**src/rtl/uart1_transmitter.sv**
```systemverilog
// uart1_transmitter: single-channel UART serial transmitter.
// Captures data_in plus caller-supplied start/stop bit values on a load
// strobe, then shifts the frame out LSB-first on the registered line tx1.
// Ports:
//   clk                - system clock, rising edge
//   rst                - asynchronous reset, active low
//   load               - capture a new frame (honoured only when idle)
//   start_bit          - value driven during the start-bit slot
//   data_in            - parallel payload, bit 0 sent first
//   stop_bit           - value driven during the stop-bit slot
//   tx1                - serial line, registered, idles high
//   parallel_in_active - 1 when idle and a load will be accepted
module uart1_transmitter #(
  parameter int CLKS_PER_BIT = 16,
  parameter int DATA_BITS    = 8
) (
  input  logic                 clk,
  input  logic                 rst,
  input  logic                 load,
  input  logic                 start_bit,
  input  logic [DATA_BITS-1:0] data_in,
  input  logic                 stop_bit,
  output logic                 tx1,
  output logic                 parallel_in_active
);

  localparam int BW = $clog2(CLKS_PER_BIT);
  localparam int IW = $clog2(DATA_BITS + 1);

  localparam logic [BW-1:0] BAUD_LAST =
    BW'(CLKS_PER_BIT - 1);
  localparam logic [IW-1:0] BIT_LAST =
    IW'(DATA_BITS - 1);

  typedef enum logic [1:0] {
    S_IDLE,
    S_START,
    S_DATA,
    S_STOP
  } state_e;

  state_e               state_q;
  state_e               state_d;
  logic [BW-1:0]        baud_q;
  logic [BW-1:0]        baud_d;
  logic [IW-1:0]        bit_q;
  logic [IW-1:0]        bit_d;
  logic [DATA_BITS-1:0] shift_q;
  logic [DATA_BITS-1:0] shift_d;
  logic                 start_q;
  logic                 start_d;
  logic                 stop_q;
  logic                 stop_d;
  logic                 tx_q;
  logic                 tx_d;
  logic                 bit_end;

  assign bit_end = (baud_q == BAUD_LAST);

  always_ff @(posedge clk or negedge rst) begin
    if (!rst) begin
      state_q <= S_IDLE;
      baud_q  <= '0;
      bit_q   <= '0;
      shift_q <= '0;
      start_q <= 1'b0;
      stop_q  <= 1'b1;
      tx_q    <= 1'b1;
    end else begin
      state_q <= state_d;
      baud_q  <= baud_d;
      bit_q   <= bit_d;
      shift_q <= shift_d;
      start_q <= start_d;
      stop_q  <= stop_d;
      tx_q    <= tx_d;
    end
  end

  always_comb begin
    state_d = state_q;
    baud_d  = baud_q;
    bit_d   = bit_q;
    shift_d = shift_q;
    start_d = start_q;
    stop_d  = stop_q;

    unique case (state_q)
      S_IDLE: begin
        if (load) begin
          state_d = S_START;
          baud_d  = '0;
          bit_d   = '0;
          shift_d = data_in;
          start_d = start_bit;
          stop_d  = stop_bit;
        end
      end
      S_START: begin
        if (bit_end) begin
          state_d = S_DATA;
          baud_d  = '0;
          bit_d   = '0;
        end else begin
          baud_d = baud_q + BW'(1);
        end
      end
      S_DATA: begin
        if (bit_end) begin
          baud_d = '0;
          if (bit_q == BIT_LAST) begin
            state_d = S_STOP;
          end else begin
            shift_d = shift_q >> 1;
            bit_d   = bit_q + IW'(1);
          end
        end else begin
          baud_d = baud_q + BW'(1);
        end
      end
      S_STOP: begin
        if (bit_end) begin
          state_d = S_IDLE;
          baud_d  = '0;
          bit_d   = '0;
        end else begin
          baud_d = baud_q + BW'(1);
        end
      end
      default: begin
        state_d = S_IDLE;
      end
    endcase
  end

  // Line value follows the next state so tx1 changes on the
  // same edge that enters each slot.
  always_comb begin
    tx_d = 1'b1;
    unique case (state_d)
      S_IDLE:  tx_d = 1'b1;
      S_START: tx_d = start_d;
      S_DATA:  tx_d = shift_d[0];
      S_STOP:  tx_d = stop_d;
      default: tx_d = 1'b1;
    endcase
  end

  assign tx1                = tx_q;
  assign parallel_in_active = (state_q == S_IDLE);

endmodule

```
**config.mk**
```make
export PLATFORM = sky130hd
export DESIGN_NAME = uart1_transmitter
export DESIGN_NICKNAME = d
export VERILOG_FILES = /design/src/rtl/uart1_transmitter.sv
export SDC_FILE = /design/constraint.sdc
export NUM_CORES = 1
export LEC_CHECK = 0
export CORE_MARGIN = 3
export CORE_UTILIZATION = 47
export CTS_CLUSTER_DIAMETER = 80
export DETAILED_ROUTE_END_ITERATION = 16
export PLACE_DENSITY = 0.73
export SLEW_MARGIN = 10
export SYNTH_ARGS = -nofsm -noshare
export SYNTH_HDL_FRONTEND = slang
export SYNTH_SLANG_ARGS = --single-unit
export TNS_END_PERCENT = 50
```
**constraint.sdc**
```tcl
create_clock -name clk -period 1.65 [get_ports clk]
set_input_delay 0.33 -clock clk [delete_from_list [all_inputs] [get_ports clk]]
set_output_delay 0.33 -clock clk [all_outputs]
set_load 0.01 [all_outputs]
```
==> out/results.tsv, run 1 <==
metric	value	unit
drv_cap	0	
synth_fp_nets	116	
rrSetupSlack	0.004	ns
die_y	53.51	um
pwr-share-seq	0.423	
synth_top_family_by_area	simple AND/OR/NAND/NOR gates	
synth_seq_cells	21	
synth_cell_types	32	
cp-start-kind	register	
grt_use_total	0.1914	
yosysWarnings	0	
power_frac_clock	0.111	
synth-async-reset-ratio	1.000	
p_int	1.446	mW
gp_congestion	0.7883	
cellPowerDensity	1536	nW/um^2
sw_frac_of_total	0.3542	
critical_path_class	register to register	
grt_pass1_vias	911	
hold_viol_final	0	
drt_iter0_drc	27	
ys_seq_area_frac	0.4976	
clock_latency	0.31	ns
wire_per_inst	15.21	um
synth_compound_area_frac	0.1840	
final-setup-viol-count	0	
nets	155	
tightest_slew	0.3722	ns
timing.fmax	607.7	MHz
core	2042	sq um
synthCells	101	
instances_no_fill	166	
cp.arrival	1.90	ns
placed_cells	159	
synth_xor_area_frac	0.008255	
synth_edf_count	0	
synth_area	1061	sq um
fin_crit_sh	0.9973	
critPathRequiredTime	1.90	ns
p_comb_frac	0.467	
design.die.area	2863	sq um
final_cell_mix	22 x buf_4, 20 x nand2_1, 18 x dfrtp_1	
final_common_cell	buf_4	
syn_to_final_growth	37.38	%
rsz0062_at_grt	true	
whs	0.3412	ns
crit_fanout	3	
n_antenna_cell	0	
die_x	53.51	um
cts_tree	yes	
synthSimpleGateAreaFrac	0.1863	
pin_count	15	
cts_max_level	1	
synthAdderAreaFrac	0.02358	
vias_per_cell	5.614	
drt-total-wl	2525	um
drc	0	
row_count	16	
start_util	0.5196	
final_antenna_net_count	0	
clkTransAtPathRegs	0.12	ns
dp_hpwl	1715	um
grt_pass1_wl	3884	um
clkSinkCount	21	
clock_path_buffers	2	
p_leak	0.6688	nW
layout-drive-gt1-share	0.3453	
fin_skew	0.006927	ns
synthFlopType	dfrtp_1	
max_slew_margin	0.7499	
dr.pass1.iters	4	
muxShareOfSynthArea	0.04599	
hold_class	input port to async pin	
vdd_drop_max	865.0	uV
grt_overflow	0	
status	finished, final reports clean	
numPortBuffers	14	
avgSynthCellArea	10.51	sq um
grt_max_degree	22	
p_switching	0.7932	mW
route.vias.total	932	
maxSlewViolCount	0	
numCtsBuffers	3	
root_buffer	clkbuf_4	
end_kind	register	
antenna_found_initial	0	
layout_min_cycle_time	1.646	ns
## per-stage QoR
| step | power (mW) | TNS, ns | cell area, sq um | utilization | setup slack, ns |
|---|---|---|---|---|---|
| after global placement | 1.811 | -1.070 | 1358 | 0.6648 | -0.3874 |
| final | 2.240 | 0 | 1458 | 0.7138 | 0.004445 |
| after floorplan | 1.479 | -0.07723 | 1065 | - | -0.07723 |
| after detailed placement | 1.857 | -1.311 | 1358 | 0.6648 | -0.4068 |
| after CTS | 2.162 | 0 | 1411 | 0.6912 | 0.004738 |
| after global routing | 2.413 | -0.04155 | 1458 | 0.7138 | -0.04155 |
## cells by family (layout without fill, tap and decap cells)
kind of cell	count (synthesis)	after routing
multiplexers	4	4
AO/OA/AOI/OAI	27	27
XOR/XNOR	1	1
flip-flops	21	21
buffers and inverters	9	47
adder cells (fa/ha/maj)	2	2
AND/OR/NAND/NOR	37	37
## timing repair
action,in CTS,in global routing
resized for setup,11,8
endpoints found under the setup margin,4,7
setup buffers,1,2
pin swaps,2,3
hold buffers,0,0
## routing by layer
layer,GRT usage,share of wire,vias up
li1,-,-,438
met1,0.2404,0.44,460
met2,0.3163,0.50,31
met3,0.02535,0.044,3
met4,0.1021,0.012,0
met5,0,0,-
## state kept, by name, summed over array words and instances (netlist names)
signal and cells:
baud_q 4, tx1 1, state_q 2, start_q 1, shift_q 8, stop_q 1, bit_q 4
## worst max-delay path, cell delays in order (launching register included)
cell     delay [ns]
dfrtp_1        0.44
nor3b_4        0.29
mux2_4         0.34
mux2_4         0.27
mux2_4         0.25
## path summary, 6_finish.rpt
| path | startpoint | end | cells past startpoint |
|---|---|---|---|
| min in group clk | shift_q[2]$_DFFE_PN0P_ | shift_q[2]$_DFFE_PN0P_ | 2 |
| hold reg to reg | shift_q[2]$_DFFE_PN0P_ | shift_q[2]$_DFFE_PN0P_ | 2 |
| hold / removal | rst | state_q[1]$_DFF_PN0_ | 2 |
| setup / recovery | state_q[1]$_DFF_PN0_ | tx1$_DFF_PN1_ | 4 |
| max in group asynchronous | rst | stop_q$_DFF_PN1_ | 2 |
| setup reg to reg | state_q[1]$_DFF_PN0_ | tx1$_DFF_PN1_ | 4 |
## synth_stat cells (2+ instances only)
| master | count | area share |
|---|---|---|
| buf_6 | 3 | 0.032 |
| nor2_1 | 3 | 0.011 |
| ha_1 | 2 | 0.024 |
| mux2_2 | 3 | 0.032 |
| a31oi_1 | 2 | 0.012 |
| dfrtp_1 | 19 | 0.45 |
| dfstp_2 | 2 | 0.050 |
| and3_1 | 2 | 0.012 |
| o31ai_1 | 2 | 0.014 |
| nand2_1 | 20 | 0.071 |
| nand3b_1 | 2 | 0.014 |
| a22oi_1 | 6 | 0.042 |
| o21ai_0 | 10 | 0.047 |
| inv_1 | 5 | 0.018 |
| nand3_1 | 3 | 0.014 |
## power by group through the flow
stage	combinational (mW)	clock (mW)	sequential, mW
final	1.04	0.248	0.947
after global routing	1.15	0.288	0.976
after CTS	0.965	0.267	0.929
after detailed placement	0.927	0	0.931
after global placement	0.889	0	0.922
after floorplan	0.581	0	0.898
## cell type report
| class | count | area, sq um |
|---|---|---|
| Clock buffer | 3 | 22.52 |
| Timing Repair Buffer | 38 | 320.3 |
| Multi-Input combinational cell | 71 | 528.0 |
| Sequential cell | 21 | 529.3 |
| Inverter | 5 | 18.77 |
| Clock inverter | 1 | 5.005 |
| Tap cell | 27 | 33.78 |
| Fill cell | 163 | 584.3 |
(Power assumes the default switching activity.)
==> run 2, diff against run 1 <==
Settings changed: CORE_UTILIZATION 47 to 40, CTS_BUF_LIST set to sky130_fd_sc_hd__clkbuf_4 sky130_fd_sc_hd__clkbuf_8, PLACE_DENSITY 0.73 to unset.
==> run 2 against run 1 <==
  * Sequential power decreased by 1%
  * Largest power group unchanged
  * Total power shrank 5.0%
  * Register-to-register slack about the same
  * Cell area shrank 2.1%
  * Hold slack improved by 0.015 ns
  * Die area is 15% higher
  * Highest routed layer unchanged
  * Via count decreased by 6.1%
  * Global-route usage down 5.2 points
  * Clock skew down 0.0032 ns
  * First-iteration DRC count down 19%
  * Critical endpoint unchanged
  * Sequential share of layout area increased by 0.76 points
  * Critical path depth rose by 1
==> out/results.tsv, run 2 (synthesized netlist as in run 1, its figures left out) <==
metric	value	unit
fin_skew	0.003744	ns
final-setup-viol-count	0	
fillers	219	
status	finished, final reports clean	
n_antenna_cell	0	
p_comb_frac	0.443	
reg2reg_to	tx1$_DFF_PN1_	
fin_tns_setup	0	ns
dp_hpwl	1584	um
rr_worst_depth	5	
sw_frac_of_total	0.3439	
cts_hold_buf	0	
wire_per_inst	12.98	um
gp_congestion	0.7482	
root_buffer	clkbuf_4	
p_leak	0.6534	nW
pwr-share-seq	0.440	
clock_path_buffers	2	
design.die.area	3306	sq um
rrSetupSlack	0.008	ns
multiInputGateArea	505.5	sq um
route.vias.total	875	
largest_reg_flops	8	
cp-start-kind	register	
power_frac_clock	0.118	
start_util	0.4244	
drv_cap	0	
hold_viol_final	0	
drt-total-wl	2181	um
max_slew_margin	0.7954	
grt_use_total	0.1392	
pin_count	15	
top_register	shift_q	
crit_fanout	4	
p_switching	0.7320	mW
nets	154	
syn_to_final_growth	34.55	%
drc	0	
maxSlewViolCount	0	
regArea	529.3	sq um
placed_cells	160	
cp.arrival	1.89	ns
vdd_drop_max	952.6	uV
timing.fmax	609.1	MHz
vias_per_cell	5.208	
numCtsBuffers	3	
die_y	57.50	um
grt_pass1_wl	3712	um
reg_top3	shift_q x8, baud_q x4, bit_q x4	
grt_pass1_vias	888	
hold_class	input port to async pin	
cts_tree	yes	
antenna_found_initial	0	
core	2500	sq um
instances_no_fill	168	
layout-drive-gt1-share	0.3333	
rsz0062_at_grt	true	
critPathRequiredTime	1.89	ns
grt_overflow	0	
dr.pass1.iters	4	
end_kind	register	
final_antenna_net_count	0	
clock_latency	0.30	ns
fin_crit_sh	0.9950	
final_common_cell	buf_4	
cellPowerDensity	1491	nW/um^2
r2r_start	baud_q[0]$_DFFE_PN0N_	
worst_slack	0.008291	ns
total_power	2.129	mW
post-place-ws	-0.4026	ns
grt_max_degree	22	
cts_max_level	1	
tightest_slew	0.3046	ns
p_int	1.397	mW
final_cell_mix	22 x buf_4, 20 x nand2_1, 18 x dfrtp_1	
row_count	18	
layout_min_cycle_time	1.642	ns
clkSinkCount	21	
critical_path_class	register to register	
clkTransAtPathRegs	0.12	ns
numPortBuffers	14	
die_x	57.50	um
drt_iter0_drc	22	
-- run 2: worst max path at each step --
stage,start,endpoint,slack (ns),cells past startpoint
after detailed placement,load,tx1$_DFF_PN1_,-0.40,5
final,baud_q[0]$_DFFE_PN0N_,tx1$_DFF_PN1_,0.008,5
after global routing,bit_q[0]$_DFFE_PN0P_,tx1$_DFF_PN1_,-0.04,6
after global placement,load,tx1$_DFF_PN1_,-0.38,5
after floorplan,state_q[0]$_DFF_PN0_,tx1$_DFF_PN1_,-0.08,6
after CTS,baud_q[0]$_DFFE_PN0N_,tx1$_DFF_PN1_,-0.002,6
-- run 2: power groups by stage --
stage | Clock [mW] | Sequential, mW | Combinational, mW
after floorplan | 0 | 0.898 | 0.581
after detailed placement | 0 | 0.937 | 0.880
final | 0.251 | 0.936 | 0.942
after CTS | 0.262 | 0.930 | 0.887
after global placement | 0 | 0.927 | 0.862
after global routing | 0.280 | 0.969 | 1.04
-- run 2: stage by stage --
step / util / hold slack (ns) / area, sq um
2_1_floorplan: - / 0.03441 / 1065
3_3_place_gp: 0.5385 / 0.4604 / 1346
3_5_place_dp: 0.5385 / 0.4699 / 1346
4_1_cts: 0.5536 / 0.3575 / 1384
5_1_grt: 0.5711 / 0.3648 / 1428
6_report: 0.5711 / 0.3559 / 1428
-- run 2: critical path: stages, from the launching register on --
cell     delay, ns
dfrtp_1       0.41
ha_2          0.22
and3_4        0.21
a41o_1        0.22
a211o_1       0.27
mux2_4        0.26
-- run 2: timing repair --
item / in CTS / in global routing
endpoints found under the setup margin: 3 / 7
pin swaps: 1 / 2
gates cloned: 0 / 0
gates resized for setup: 9 / 6
buffers inserted: 0 / 4
-- run 2: area by class of cell --
type	instances	area share
clock buffers	3	0.01578
clock inverters	1	0.003506
inverters	5	0.01315
multi-input cells	71	0.3541
flip-flops and latches	21	0.3707
well taps	30	0.02629
repair buffers	37	0.2165
-- run 2: metal layers --
layer | vias up | share of wire | global-route usage
li1 | 439 | - | -
met1 | 421 | 0.52 | 0.1912
met2 | 13 | 0.44 | 0.2177
met3 | 2 | 0.033 | 0.03394
met4 | 0 | 0.0087 | 0.03974
met5 | - | 0 | 0
